==> config.mk <==
export PLATFORM = sky130hd
export DESIGN_NAME = hdmi_stream_ctrl
export DESIGN_NICKNAME = d
export VERILOG_FILES = /design/src/rtl/vp_video_pkg.sv /design/src/rtl/video_timing_cnt.sv /design/src/rtl/hdmi_stream_ctrl.sv
export SDC_FILE = /design/constraint.sdc
export NUM_CORES = 1
export LEC_CHECK = 0
export CORE_AREA = 2 2 104 76
export CTS_CLUSTER_DIAMETER = 100
export CTS_CLUSTER_SIZE = 14
export DETAILED_ROUTE_END_ITERATION = 12
export DIE_AREA = 0 0 106 78
export PLACE_DENSITY = 0.74
export SLEW_MARGIN = 20
export SYNTH_ARGS = -nofsm -noshare
export SYNTH_HDL_FRONTEND = slang
export SYNTH_SLANG_ARGS = --single-unit
==> constraint.sdc <==
create_clock -name hdmi_clk -period 2.3 [get_ports hdmi_clk]
set_input_delay 0.345 -clock hdmi_clk [delete_from_list [all_inputs] [get_ports hdmi_clk]]
set_output_delay 0.345 -clock hdmi_clk [all_outputs]
set_load 0.02 [all_outputs]
==> src/rtl/vp_video_pkg.sv <==
// Shared video pipeline definitions: controller states, default 640x480 raster
// timing and the pixel/stream widths.
package vp_video_pkg;

   typedef enum logic [1:0] {
      IDLE = 2'd0,
      SYNC = 2'd1,
      RUN  = 2'd2
   } state_e;

   localparam int H_ACT_640 = 640;
   localparam int H_FP_640  = 16;
   localparam int H_SYNC_640 = 96;
   localparam int H_BP_640  = 48;
   localparam int V_ACT_480 = 480;
   localparam int V_FP_480  = 10;
   localparam int V_SYNC_480 = 2;
   localparam int V_BP_480  = 33;

   localparam int PIX_W    = 24;
   localparam int STREAM_W = 32;

   function automatic int cnt_w(input int n);
      return (n <= 2) ? 1 : $clog2(n);
   endfunction

endpackage

==> src/rtl/video_timing_cnt.sv <==
// Free-running raster counters with active/sync/frame-edge decode; counters are
// held at the origin while run_i is low.
module video_timing_cnt
   import vp_video_pkg::*;
#(
   parameter int H_ACT  = H_ACT_640,
   parameter int H_FP   = H_FP_640,
   parameter int H_SYNC = H_SYNC_640,
   parameter int H_BP   = H_BP_640,
   parameter int V_ACT  = V_ACT_480,
   parameter int V_FP   = V_FP_480,
   parameter int V_SYNC = V_SYNC_480,
   parameter int V_BP   = V_BP_480
) (
   input  logic clk_i,
   input  logic rst_ni,
   input  logic run_i,
   output logic active_o,
   output logic hs_o,
   output logic vs_o,
   output logic fs_o,
   output logic fe_o
);

   localparam int H_TOT = H_ACT + H_FP + H_SYNC + H_BP;
   localparam int V_TOT = V_ACT + V_FP + V_SYNC + V_BP;
   localparam int HW    = cnt_w(H_TOT);
   localparam int VW    = cnt_w(V_TOT);

   localparam logic [HW-1:0] H_LAST   = HW'(H_TOT - 1);
   localparam logic [VW-1:0] V_LAST   = VW'(V_TOT - 1);
   localparam logic [HW-1:0] HS_START = HW'(H_ACT + H_FP);
   localparam logic [HW-1:0] HS_END   = HW'(H_ACT + H_FP + H_SYNC);
   localparam logic [VW-1:0] VS_START = VW'(V_ACT + V_FP);
   localparam logic [VW-1:0] VS_END   = VW'(V_ACT + V_FP + V_SYNC);

   logic [HW-1:0] h_cnt_q, h_cnt_d;
   logic [VW-1:0] v_cnt_q, v_cnt_d;
   logic          h_wrap, v_wrap;

   assign h_wrap = (h_cnt_q == H_LAST);
   assign v_wrap = (v_cnt_q == V_LAST);

   always_comb begin
      h_cnt_d = h_cnt_q;
      v_cnt_d = v_cnt_q;
      if (!run_i) begin
         h_cnt_d = '0;
         v_cnt_d = '0;
      end else if (h_wrap) begin
         h_cnt_d = '0;
         v_cnt_d = v_wrap ? '0 : v_cnt_q + VW'(1);
      end else begin
         h_cnt_d = h_cnt_q + HW'(1);
      end
   end

   always_ff @(posedge clk_i or negedge rst_ni) begin
      if (!rst_ni) begin
         h_cnt_q <= '0;
         v_cnt_q <= '0;
      end else begin
         h_cnt_q <= h_cnt_d;
         v_cnt_q <= v_cnt_d;
      end
   end

   // Sync windows cover whole lines for vsync, so vs ignores the h position.
   assign active_o = (h_cnt_q < HW'(H_ACT)) && (v_cnt_q < VW'(V_ACT));
   assign hs_o     = (h_cnt_q >= HS_START) && (h_cnt_q < HS_END);
   assign vs_o     = (v_cnt_q >= VS_START) && (v_cnt_q < VS_END);
   assign fs_o     = (h_cnt_q == '0) && (v_cnt_q == '0);
   assign fe_o     = h_wrap && v_wrap;

endmodule

==> src/rtl/hdmi_stream_ctrl.sv <==
// HDMI output sequencer: pulls pixels from a valid/ready source, locks upstream
// frames to the raster on SOF and reports underflow / misalignment.
module hdmi_stream_ctrl
   import vp_video_pkg::*;
#(
   parameter int   H_ACT  = H_ACT_640,
   parameter int   H_FP   = H_FP_640,
   parameter int   H_SYNC = H_SYNC_640,
   parameter int   H_BP   = H_BP_640,
   parameter int   V_ACT  = V_ACT_480,
   parameter int   V_FP   = V_FP_480,
   parameter int   V_SYNC = V_SYNC_480,
   parameter int   V_BP   = V_BP_480,
   parameter logic HS_POL = 1'b0,
   parameter logic VS_POL = 1'b0
) (
   input  logic                hdmi_clk,
   input  logic                hdmi_rst_n,
   input  logic                enable,
   input  logic [PIX_W-1:0]    pix_data,
   input  logic                pix_sof,
   input  logic                pix_valid,
   output logic                pix_ready,
   output logic                hdmi_vs,
   output logic                hdmi_hs,
   output logic                hdmi_de,
   output logic [STREAM_W-1:0] hdmi_data,
   input  logic                stat_clr,
   output logic                underflow,
   output logic                resync,
   output logic [7:0]          frame_cnt,
   output state_e              dbg_state
);

   state_e              state_q, state_d;
   logic                de_q, de_d;
   logic [STREAM_W-1:0] data_q, data_d;
   logic                hs_q, vs_q;
   logic                underflow_q, resync_q;
   logic [7:0]          frame_cnt_q;
   logic                uf_set, rs_set, fc_inc;
   logic                active, hs_act, vs_act, fs, fe;
   logic                accept;

   video_timing_cnt #(
      .H_ACT (H_ACT), .H_FP (H_FP), .H_SYNC (H_SYNC), .H_BP (H_BP),
      .V_ACT (V_ACT), .V_FP (V_FP), .V_SYNC (V_SYNC), .V_BP (V_BP)
   ) u_timing (
      .clk_i    (hdmi_clk),
      .rst_ni   (hdmi_rst_n),
      .run_i    (state_q != IDLE),
      .active_o (active),
      .hs_o     (hs_act),
      .vs_o     (vs_act),
      .fs_o     (fs),
      .fe_o     (fe)
   );

   // A beat transfers when pix_valid && pix_ready; pix_ready never depends on
   // pix_valid. While searching, non-SOF beats are drained and a SOF beat is
   // held until the raster origin.
   always_comb begin
      pix_ready = 1'b0;
      case (state_q)
         SYNC:    pix_ready = fs || !pix_sof;
         RUN:     pix_ready = active && !(pix_sof && !fs) && !(fs && !pix_sof);
         default: pix_ready = 1'b0;
      endcase
   end

   assign accept = pix_valid && pix_ready;

   always_comb begin
      state_d = state_q;
      de_d    = 1'b0;
      data_d  = '0;
      uf_set  = 1'b0;
      rs_set  = 1'b0;
      fc_inc  = 1'b0;
      case (state_q)
         IDLE: begin
            if (enable) state_d = SYNC;
         end
         SYNC: begin
            // The locking SOF pixel is displayed in its own slot.
            if (fs && accept && pix_sof) begin
               state_d = RUN;
               de_d    = 1'b1;
               data_d  = {{(STREAM_W - PIX_W){1'b0}}, pix_data};
            end else if (fe && !enable) begin
               state_d = IDLE;
            end
         end
         RUN: begin
            if (active) begin
               de_d = 1'b1;
               if (accept) begin
                  data_d = {{(STREAM_W - PIX_W){1'b0}}, pix_data};
               end else if (!pix_valid) begin
                  uf_set = 1'b1;
               end else begin
                  rs_set  = 1'b1;
                  state_d = SYNC;
               end
            end
            if (fe) begin
               fc_inc = 1'b1;
               if (!enable) state_d = IDLE;
            end
         end
         default: state_d = IDLE;
      endcase
   end

   always_ff @(posedge hdmi_clk or negedge hdmi_rst_n) begin
      if (!hdmi_rst_n) begin
         state_q     <= IDLE;
         de_q        <= 1'b0;
         data_q      <= '0;
         hs_q        <= ~HS_POL;
         vs_q        <= ~VS_POL;
         underflow_q <= 1'b0;
         resync_q    <= 1'b0;
         frame_cnt_q <= '0;
      end else begin
         state_q     <= state_d;
         de_q        <= de_d;
         data_q      <= data_d;
         hs_q        <= hs_act ? HS_POL : ~HS_POL;
         vs_q        <= vs_act ? VS_POL : ~VS_POL;
         underflow_q <= uf_set | (underflow_q & ~stat_clr);
         resync_q    <= rs_set | (resync_q & ~stat_clr);
         if (fc_inc) frame_cnt_q <= frame_cnt_q + 8'd1;
      end
   end

   assign hdmi_de   = de_q;
   assign hdmi_data = data_q;
   assign hdmi_hs   = hs_q;
   assign hdmi_vs   = vs_q;
   assign underflow = underflow_q;
   assign resync    = resync_q;
   assign frame_cnt = frame_cnt_q;
   assign dbg_state = state_q;

endmodule

======== After elaboration in Yosys (flattened, before gate mapping) ========
Cells that the tools add are included.
storage, ports and cells
  bits in registers ....................... 67
  bits of input ports ..................... 30
  output and inout port bits .............. 48
  logic and storage cells ................. 89
cells by class
  $add $sub $neg .......................... 3
  order comparisons ....................... 6
  equal/unequal tests ..................... 7
  mux-type cells .......................... 34
  bitwise gates (word level) .............. 5
  reductions and logical operators ........ 24
operators by type and width
  cell                                                         count
  two-way mux 24 bit                                           3
  two-way mux 10 bit                                           5
  case mux 24 bit (2 select lines)                             1
  adder 10 x 1 -> 10 bit, second input constant                2
  == test 10 bit, second input constant                        2
  logical NOT 10 bit                                           2
  less-than comparator 10 bit, second input constant           2
  less-than comparator 10 x 9 -> 1 bit, second input constant  2
  two-way mux 2 bit                                            8
  two-way mux 1 bit                                            14
  logical AND 1 bit                                            13
  >= comparator 10 bit, second input constant                  1
  >= comparator 10 x 9 -> 1 bit, second input constant         1
  adder 8 x 1 -> 8 bit, second input constant                  1
  case mux 2 bit (3 select lines)                              1
  logical NOT 1 bit                                            5
  != test 2 bit, second input constant                         2
  case mux 1 bit (2 select lines)                              2
  != test 3 bit, second input constant                         1
  AND 1 bit                                                    2
  == test 2 x 1 -> 1 bit, second input constant                1
  == test 2 bit, second input constant                         1
  logical NOT 2 bit                                            1
  bitwise OR 1 bit                                             2
  other kinds (4)                                              4

======== Longest topological paths before layout ========
Gate-level depths: netlist (run 1).
  depth after elaboration ................. 14
  gate-level depth with buffers ........... 9
  mapped depth without buffers ............ 8

======== By module ========
Synthesis (run 1) repeated with hierarchy kept, for this count alone.
second synthesis, totals
  cell total of the unflattened synthesis .. 262
  area, all modules ....................... 2807.7 um^2
by module, submodules not included
  module            times used  cells each  area each (um^2)  seq. area each (um^2)
  hdmi_stream_ctrl  1           134         1610.3            978.4
  video_timing_cnt  1           128         1197.4            500.5

======== Worst setup path before layout (run 1) ========
No wires, ideal clock.
  kind .................................... reg-to-reg
  start ................................... register state_q[0], in the netlist dbg_state[0]
  end ..................................... register data_q[0], in the netlist hdmi_data[0]
  setup time .............................. 0.066 ns
  arrival ................................. 1.963 ns
  required time ........................... 2.234 ns
  path slack .............................. 0.272 ns
  stages on the path, launching flop included .. 9
  path buffers ............................ 1
  period minus slack after synthesis ...... 2.028 ns
  cell sequence ........................... dfrtp_1 -> inv_1 -> ha_1 -> inv_1 -> nor3_1 -> o21ai_1 -> a211oi_2 -> buf_6 -> and2_1
on the way
  cells in the longest elaborated chain, start to end .. 7
  elaborated cells between the ends (all ways) .. 10
  classes of those cells .................. eq/ne: 2; mux: 5; reduce/logical: 3
RTL lines
  what                                                            line                                            source
  start: declaration                                              hdmi_stream_ctrl.sv:35                          state_e state_q, state_d;
  start signal: assignment                                        hdmi_stream_ctrl.sv:126                         state_q <= state_d;
  == test 2 bit / == test 2 x 1 -> 1 bit (equally long branches)  hdmi_stream_ctrl.sv:64, hdmi_stream_ctrl.sv:80
  case mux 1 bit (2 select lines)                                 hdmi_stream_ctrl.sv:64                          case (state_q)
  logical AND 1 bit                                               hdmi_stream_ctrl.sv:71                          assign accept = pix_valid && pix_ready;
  logical AND 1 bit (2 in series)                                 hdmi_stream_ctrl.sv:86                          if (fs && accept && pix_sof) begin
  two-way mux 24 bit                                              hdmi_stream_ctrl.sv:86
  case mux 24 bit (2 select lines) *                              hdmi_stream_ctrl.sv:80                          case (state_q)
  named net data_d[0]                                             hdmi_stream_ctrl.sv:37                          logic [STREAM_W-1:0] data_q, data_d;
  end signal: assignment                                          hdmi_stream_ctrl.sv:128                         data_q <= data_d;
  end: declaration                                                hdmi_stream_ctrl.sv:37
The timed path passes the listed nets; every way through them passes the cells marked *.
A chain may end at the register's enable or synchronous reset.

======== Final worst setup path (run 1) ========
  start ................................... register u_timing.h_cnt_q[0]
  end ..................................... output port pix_ready
on the way
  cells in the longest elaborated chain, start to end .. 8
  elaborated cells between the ends (all ways) .. 13
  classes of those cells .................. order compare: 1; mux: 1; reduce/logical: 11
RTL lines
  what                                                                                 line                    source
  start: declaration                                                                   video_timing_cnt.sv:37  logic [HW-1:0] h_cnt_q, h_cnt_d;
  start signal: assignment                                                             video_timing_cnt.sv:63  h_cnt_q <= h_cnt_d;
  parallel branches: the longest is 7 deep, another holds less-than comparator 10 bit  --
  case mux 1 bit (2 select lines) *                                                    hdmi_stream_ctrl.sv:64
  end: declaration                                                                     hdmi_stream_ctrl.sv:23  output logic pix_ready,
Mark *: on every way between the ends.

==> flow_summary_export.csv, run 1 <==
group,metric,value,unit
critical_path,worstPathArrival,1.91,ns
die,core,7190,sq um
placed_design,gp_congestion,0.840,
die,die_area,8270,sq um
cells_and_area,antenna_cells,0,
yosys,synthesis.area,2800,sq um
worst_hold_path,hold_path_class,"in -> async",
timing,finalSetupViolCount,0,
routing,viasPerCell,4.80,
critical_path,start_kind,"flop",
cells_and_area,finalNonFillerCells,471,
global_route,grt_max_degree,60,
global_route,antenna_found_initial,0,
routing,drc,0,
timing,grt_setup_unrepaired,"yes",
clock_network,numCtsBuffers,9,
pwr,cellPowerDensity,760,nW/um^2
timing,slew_viol_final,0,
yosys,synth_edf_count,0,
placed_design,place_hpwl,4760,um
global_route,grt_use_total,16.0,%
yosys,synth_top_area_share,50.9,%
yosys,synth_cells,269,
yosys,synth_area_per_cell,10.4,sq um
timing,finalCritPeriodShare,97.8,%
placed_design,io_buffer_count,69,
clock_network,numClockSinks,59,
clock_network,cts-htree-levels,3,
yosys,ys_top_cells_by_area,"dfrtp_1 51%, and2_1 5.8%, ha_1 4.0%",
die,io_pins,78,
yosys,yosysWarnings,0,
critical_path,path_class,"reg -> out",
yosys,muxShareOfSynthArea,0.760,%
yosys,yosysUniqueCellTypes,47,
timing,tightest_slew,0.739,ns
yosys,async_flop_share,100,%
yosys,yosys.area_share.simple,23.4,%
pwr,p_leak,0.00183,uW
timing,post-route-min-period,2.25,ns
pwr,worst_ir_drop_vdd,0.441,mV
routing,drt_iter0_drc,152,
yosys,synth_compound_area_share,8.40,%
clock_network,cts_tree,"done",
yosys,netlist_top_cells_count,"57 x dfrtp_1, 26 x and2_1, 23 x nor2_1",
timing,fin_ws,0.0495,ns
global_route,grt_pass1_vias,2155,
critical_path,worst_setup_path_end_kind,"output pin",
global_route,overflow,0,
clock_network,clkTransAtPathRegs,0.07,ns
timing,relSlewSlack,50.7,%
cells_and_area,drive_gt1_share,17.2,%
outcome,status,"completed",
yosys,yosysTopAreaCell,"dfrtp_1",
critical_path,worst_ep_required_time,1.96,ns
critical_path,r2r_slack,0.22,ns
timing,fin_hold_ws,0.150,ns
die,die_h,78,um
routing,dr_total_vias,2263,
clock_network,cts_hold_buf,0,
yosys,synth_top_family_by_area,"simple AND/OR/NAND/NOR gates",
cells_and_area,final_util,54.4,%
yosys,yosysMostFrequentCell,"dfrtp_1",
cells_and_area,nets,407,
flow_run,cap_violations,0,
clock_network,clk_path_buf_depth,2,
placed_design,dp_slack,-0.0736,ns
die,die_w,106,um
cells_and_area,areaGrowthSynthToFinish,39.6,%
yosys,synth-adder-area-share,4.02,%
placed_design,dp.cells,454,
global_route,grt_pass1_wl,10300,um
die,initial_core_util,38.9,%
timing,skew,0.00972,ns
yosys,synth-xor-area-share,4.38,%
routing,antenna_left,0,
routing,firstDrtPassIters,4,
timing,finalHoldViolCount,0,
routing,wl_per_cell,13.6,um
routing,totalWireLength,6410,um
clock_network,cts_root_buf,"clkbuf_8",
yosys,synth_ff_type,"dfrtp_1",
timing,fmax,444,MHz
yosys,synth-seq-cells,59,
die,num_rows,26,
yosys,ys_seq_area_share,52.8,%
clock_network,insertion_delay,0.33,ns
critical_path,cp_max_fo,2,
-- layout by cell type (no fill, tap or decap), drive strengths merged, types with 2 or more instances in the layout --
cell type,netlist,routed
inv,15,15
xor2,6,6
o41ai,2,2
ha,9,9
nor4b,3,3
nor3,6,6
a21oi,4,4
conb,1,8
and3,11,11
a211oi,2,2
nor2b,6,6
xnor2,8,8
nand2,16,16
buf,14,30
or2,2,2
dfrtp,57,57
nand3,12,12
and4,2,2
dfstp,2,2
nor2,23,23
o31ai,3,3
o21ai,14,14
and2,26,26
o22ai,3,3
clkinv,0,5
nand4,6,6
clkbuf,2,10
clkdlybuf4s50,0,67
-- cell families (layout without fill, tap and decap cells) --
logic type,Yosys count,in the layout
simple gates,119,119
flops,59,59
compound gates,34,34
buf+inv,31,128
xor+xnor,14,14
fa+ha+maj,9,9
mux,2,2
other cells,1,8
-- worst max-delay path, stage by stage, from the launching register on --
cell and delay [ns]:
dfrtp_1 0.38, inv_1 0.06, ha_1 0.17, nor4b_1 0.27, nand4_1 0.17, a21bo_2 0.23
a21oi_1 0.13, buf_4 0.17
-- sequential cells by signal, indices dropped and copies added (netlist names) --
| name | count |
|---|---|
| hdmi_hs | 1 |
| frame_cnt | 8 |
| hdmi_data | 24 |
| resync | 1 |
| dbg_state | 2 |
| hdmi_vs | 1 |
| hdmi_de | 1 |
| u_timing.v_cnt_q | 10 |
| underflow | 1 |
| u_timing.h_cnt_q | 10 |
-- worst paths after layout --
check / to / cells after the start / start
worst max-delay path: pix_ready / 7 / u_timing.h_cnt_q[0]
worst min-delay path: u_timing.v_cnt_q[4] / 2 / hdmi_rst_n
max in group asynchronous: u_timing.h_cnt_q[3] / 2 / hdmi_rst_n
min in group hdmi_clk: frame_cnt[7] / 1 / frame_cnt[7]
worst max register to register: frame_cnt[6] / 8 / u_timing.h_cnt_q[0]
worst min register to register: frame_cnt[7] / 1 / frame_cnt[7]
-- power by group --
group	internal [uW]	total, uW	switching (uW)
logic	493	1040	547
clock network	380	771	391
registers	1120	1160	40.6
-- final cells by class --
class,count,area (sq um)
timing repair buffer,97,893
multi-input combinational,186,1200
fill,629,3280
tap,98,123
clock inverter,6,32.5
clock buffer,10,128
inverter,15,56.3
sequential,59,1480
-- layer usage --
layer / vias to the layer above / wire length [um] / track usage [%]
li1: 1090 / - / -
met1: 1076 / 2930 / 22.1
met2: 88 / 2920 / 24.1
met3: 9 / 493 / 5.71
met4: 0 / 69 / 4.08
met5: - / 0 / 0
-- through the flow --
step / TNS, ns / area, sq um / total power [uW]
4_1_cts: 0 / 3880 / 2960
2_1_floorplan: 0 / 2830 / 1760
6_report: 0 / 3910 / 2970
3_5_place_dp: -0.0736 / 3720 / 2180
3_3_place_gp: -0.0149 / 3720 / 2170
5_1_grt: -0.0123 / 3910 / 3140
-- what timing repair did --
item / in CTS / in global routing
endpoints found under the hold margin: 0 / 0
pin swaps: 0 / 2
gates resized for setup: 4 / 8
buffers inserted: 0 / 1
setup endpoints to repair: 1 / 10
Note: power is estimated with default switching activity, not from simulation.
==> inputs of run 2 (changes only) <==
--- a/config.mk
+++ b/config.mk
@@ -10,7 +10,7 @@
 export CTS_CLUSTER_SIZE = 14
 export DETAILED_ROUTE_END_ITERATION = 12
 export DIE_AREA = 0 0 106 78
-export PLACE_DENSITY = 0.74
+export PLACE_DENSITY = 0.67
 export SLEW_MARGIN = 20
 export SYNTH_ARGS = -nofsm -noshare
 export SYNTH_HDL_FRONTEND = slang
==> flow_summary_export.csv, run 2 (synthesis gave the netlist of run 1 again) <==
group,metric,value,unit
outcome,status,"finished, violations left",
outcome,violations,"hold timing",
cells_and_area,largest_register_ffs,24,
placed_design,gp_congestion,0.843,
placed_design,io_buffer_count,69,
timing,fin_hold_ws,-0.0109,ns
timing,finalSetupViolCount,0,
global_route,grt_max_degree,38,
worst_hold_path,hold_path_class,"in -> async",
timing,relSlewSlack,62.7,%
critical_path,start_kind,"flop",
critical_path,worstPathArrival,1.89,ns
timing,grt_setup_unrepaired,"yes",
placed_design,placed_area,3750,sq um
cells_and_area,areaGrowthSynthToFinish,41.9,%
cells_and_area,design_area,3970,sq um
pwr,finalPower,3030,uW
timing,post-route-min-period,2.24,ns
routing,viasPerCell,4.80,
timing,fin_setup_tns,0,ns
timing,skew,0.0107,ns
critical_path,cp_max_fo,2,
clock_network,cts_hold_buf,0,
timing,fmax,446,MHz
clock_network,numCtsBuffers,9,
clock_network,cts-htree-levels,3,
die,initial_core_util,38.9,%
cells_and_area,nets,408,
flow_run,cap_violations,0,
routing,antenna_left,0,
critical_path,worst_setup_path_end_kind,"output pin",
global_route,grt_pass1_wl,10800,um
timing,finalCritPeriodShare,97.4,%
clock_network,clk_path_buf_depth,2,
routing,drc,0,
clock_network,insertion_delay,0.34,ns
critical_path,path_class,"reg -> out",
pwr,cellPowerDensity,763,nW/um^2
pwr,worst_ir_drop_vdd,0.367,mV
die,io_pins,78,
clock_network,cts_tree,"done",
clock_network,clkTransAtPathRegs,0.07,ns
cells_and_area,final_common_cell,"clkdlybuf4s50_1",
cells_and_area,fill_cells,622,
timing,tightest_slew,0.560,ns
cells_and_area,antenna_cells,0,
routing,wl_per_cell,13.5,um
die,die_w,106,um
cells_and_area,drive_gt1_share,18.2,%
timing,finalHoldViolCount,19,
routing,firstDrtPassIters,4,
die,num_rows,26,
clock_network,cts_root_buf,"clkbuf_8",
routing,dr_total_vias,2263,
die,core,7190,sq um
global_route,overflow,0,
global_route,grt_pass1_vias,2247,
clock_network,numClockSinks,59,
cells_and_area,mostFrequentLayoutCells,"67 x clkdlybuf4s50_1, 57 x dfrtp_1, 28 x buf_4, 26 x and2_1, 22 x nor2_1",
cells_and_area,final_util,55.3,%
global_route,antenna_found_initial,0,
placed_design,place_hpwl,4540,um
global_route,grt_use_total,17.1,%
critical_path,worst_ep_required_time,1.96,ns
die,die_area,8270,sq um
pwr,p_leak,0.00184,uW
die,die_h,78,um
routing,totalWireLength,6380,um
routing,drt_iter0_drc,97,
timing,slew_viol_final,0,
run 2: changes by cell type in the layout (fill, tap and decap cells not counted), sizes merged:
cell,delta
clkinvlp,+3
buf,+1
clkinv,-5
inv,+1
run 2: final timing paths:
check	startpoint	end	slack [ns]	cells after the start
setup / recovery	u_timing.v_cnt_q[1]	pix_ready	0.06	8
hold / removal	hdmi_rst_n	u_timing.v_cnt_q[4]	-0.01	1
max in group asynchronous	hdmi_rst_n	hdmi_hs	1.67	2
setup reg to reg	u_timing.h_cnt_q[0]	u_timing.v_cnt_q[9]	0.20	8
min in group hdmi_clk	frame_cnt[7]	frame_cnt[7]	0.47	1
hold reg to reg	frame_cnt[7]	frame_cnt[7]	0.47	1
run 2: layout make-up:
cell class	instances	area, sq um	area share, %
Sequential cell	59	1480	37.2
Multi-Input combinational cell	186	1210	30.5
Timing Repair Buffer	98	926	23.3
Clock buffer	10	138	3.46
Tap cell	98	123	3.09
Inverter	15	56.3	1.42
Clock inverter	5	38.8	0.976
run 2: metrics by stage:
step	hold WS, ns	setup WS [ns]	std cells
detailed placement	0.377	-0.0686	454
global placement	0.372	-0.0765	454
CTS	0.00520	0.0140	469
finish	-0.0109	0.0602	471
global route	0.0144	-0.0409	471
floorplan	0.0494	0.272	276
run 2: worst max-delay path, stage by stage (launching register included):
cell,delay (ns)
dfrtp_1,0.39
inv_2,0.06
ha_2,0.15
nor2b_4,0.13
and3_4,0.21
nand4_1,0.12
a21bo_2,0.24
a21oi_2,0.09
buf_4,0.15
run 2: routing by layer:
| metal | vias up | global-route usage (%) | wire, um |
|---|---|---|---|
| met5 | - | 0 | 0 |
| met4 | 0 | 5.79 | 80 |
| met3 | 8 | 10.5 | 693 |
| met2 | 80 | 25.2 | 2750 |
| met1 | 1084 | 20.6 | 2850 |
| li1 | 1091 | - | - |
run 2: timing repair:
item,4_1_cts,5_1_grt
pin swaps,1,2
endpoints found under the hold margin,0,0
setup buffers,0,2
resized for setup,6,9
setup endpoints to repair,1,4
run 2: power by group:
| part | switching [uW] | internal (uW) |
|---|---|---|
| sequential | 41.2 | 1120 |
| clock | 436 | 417 |
| combinational | 552 | 469 |
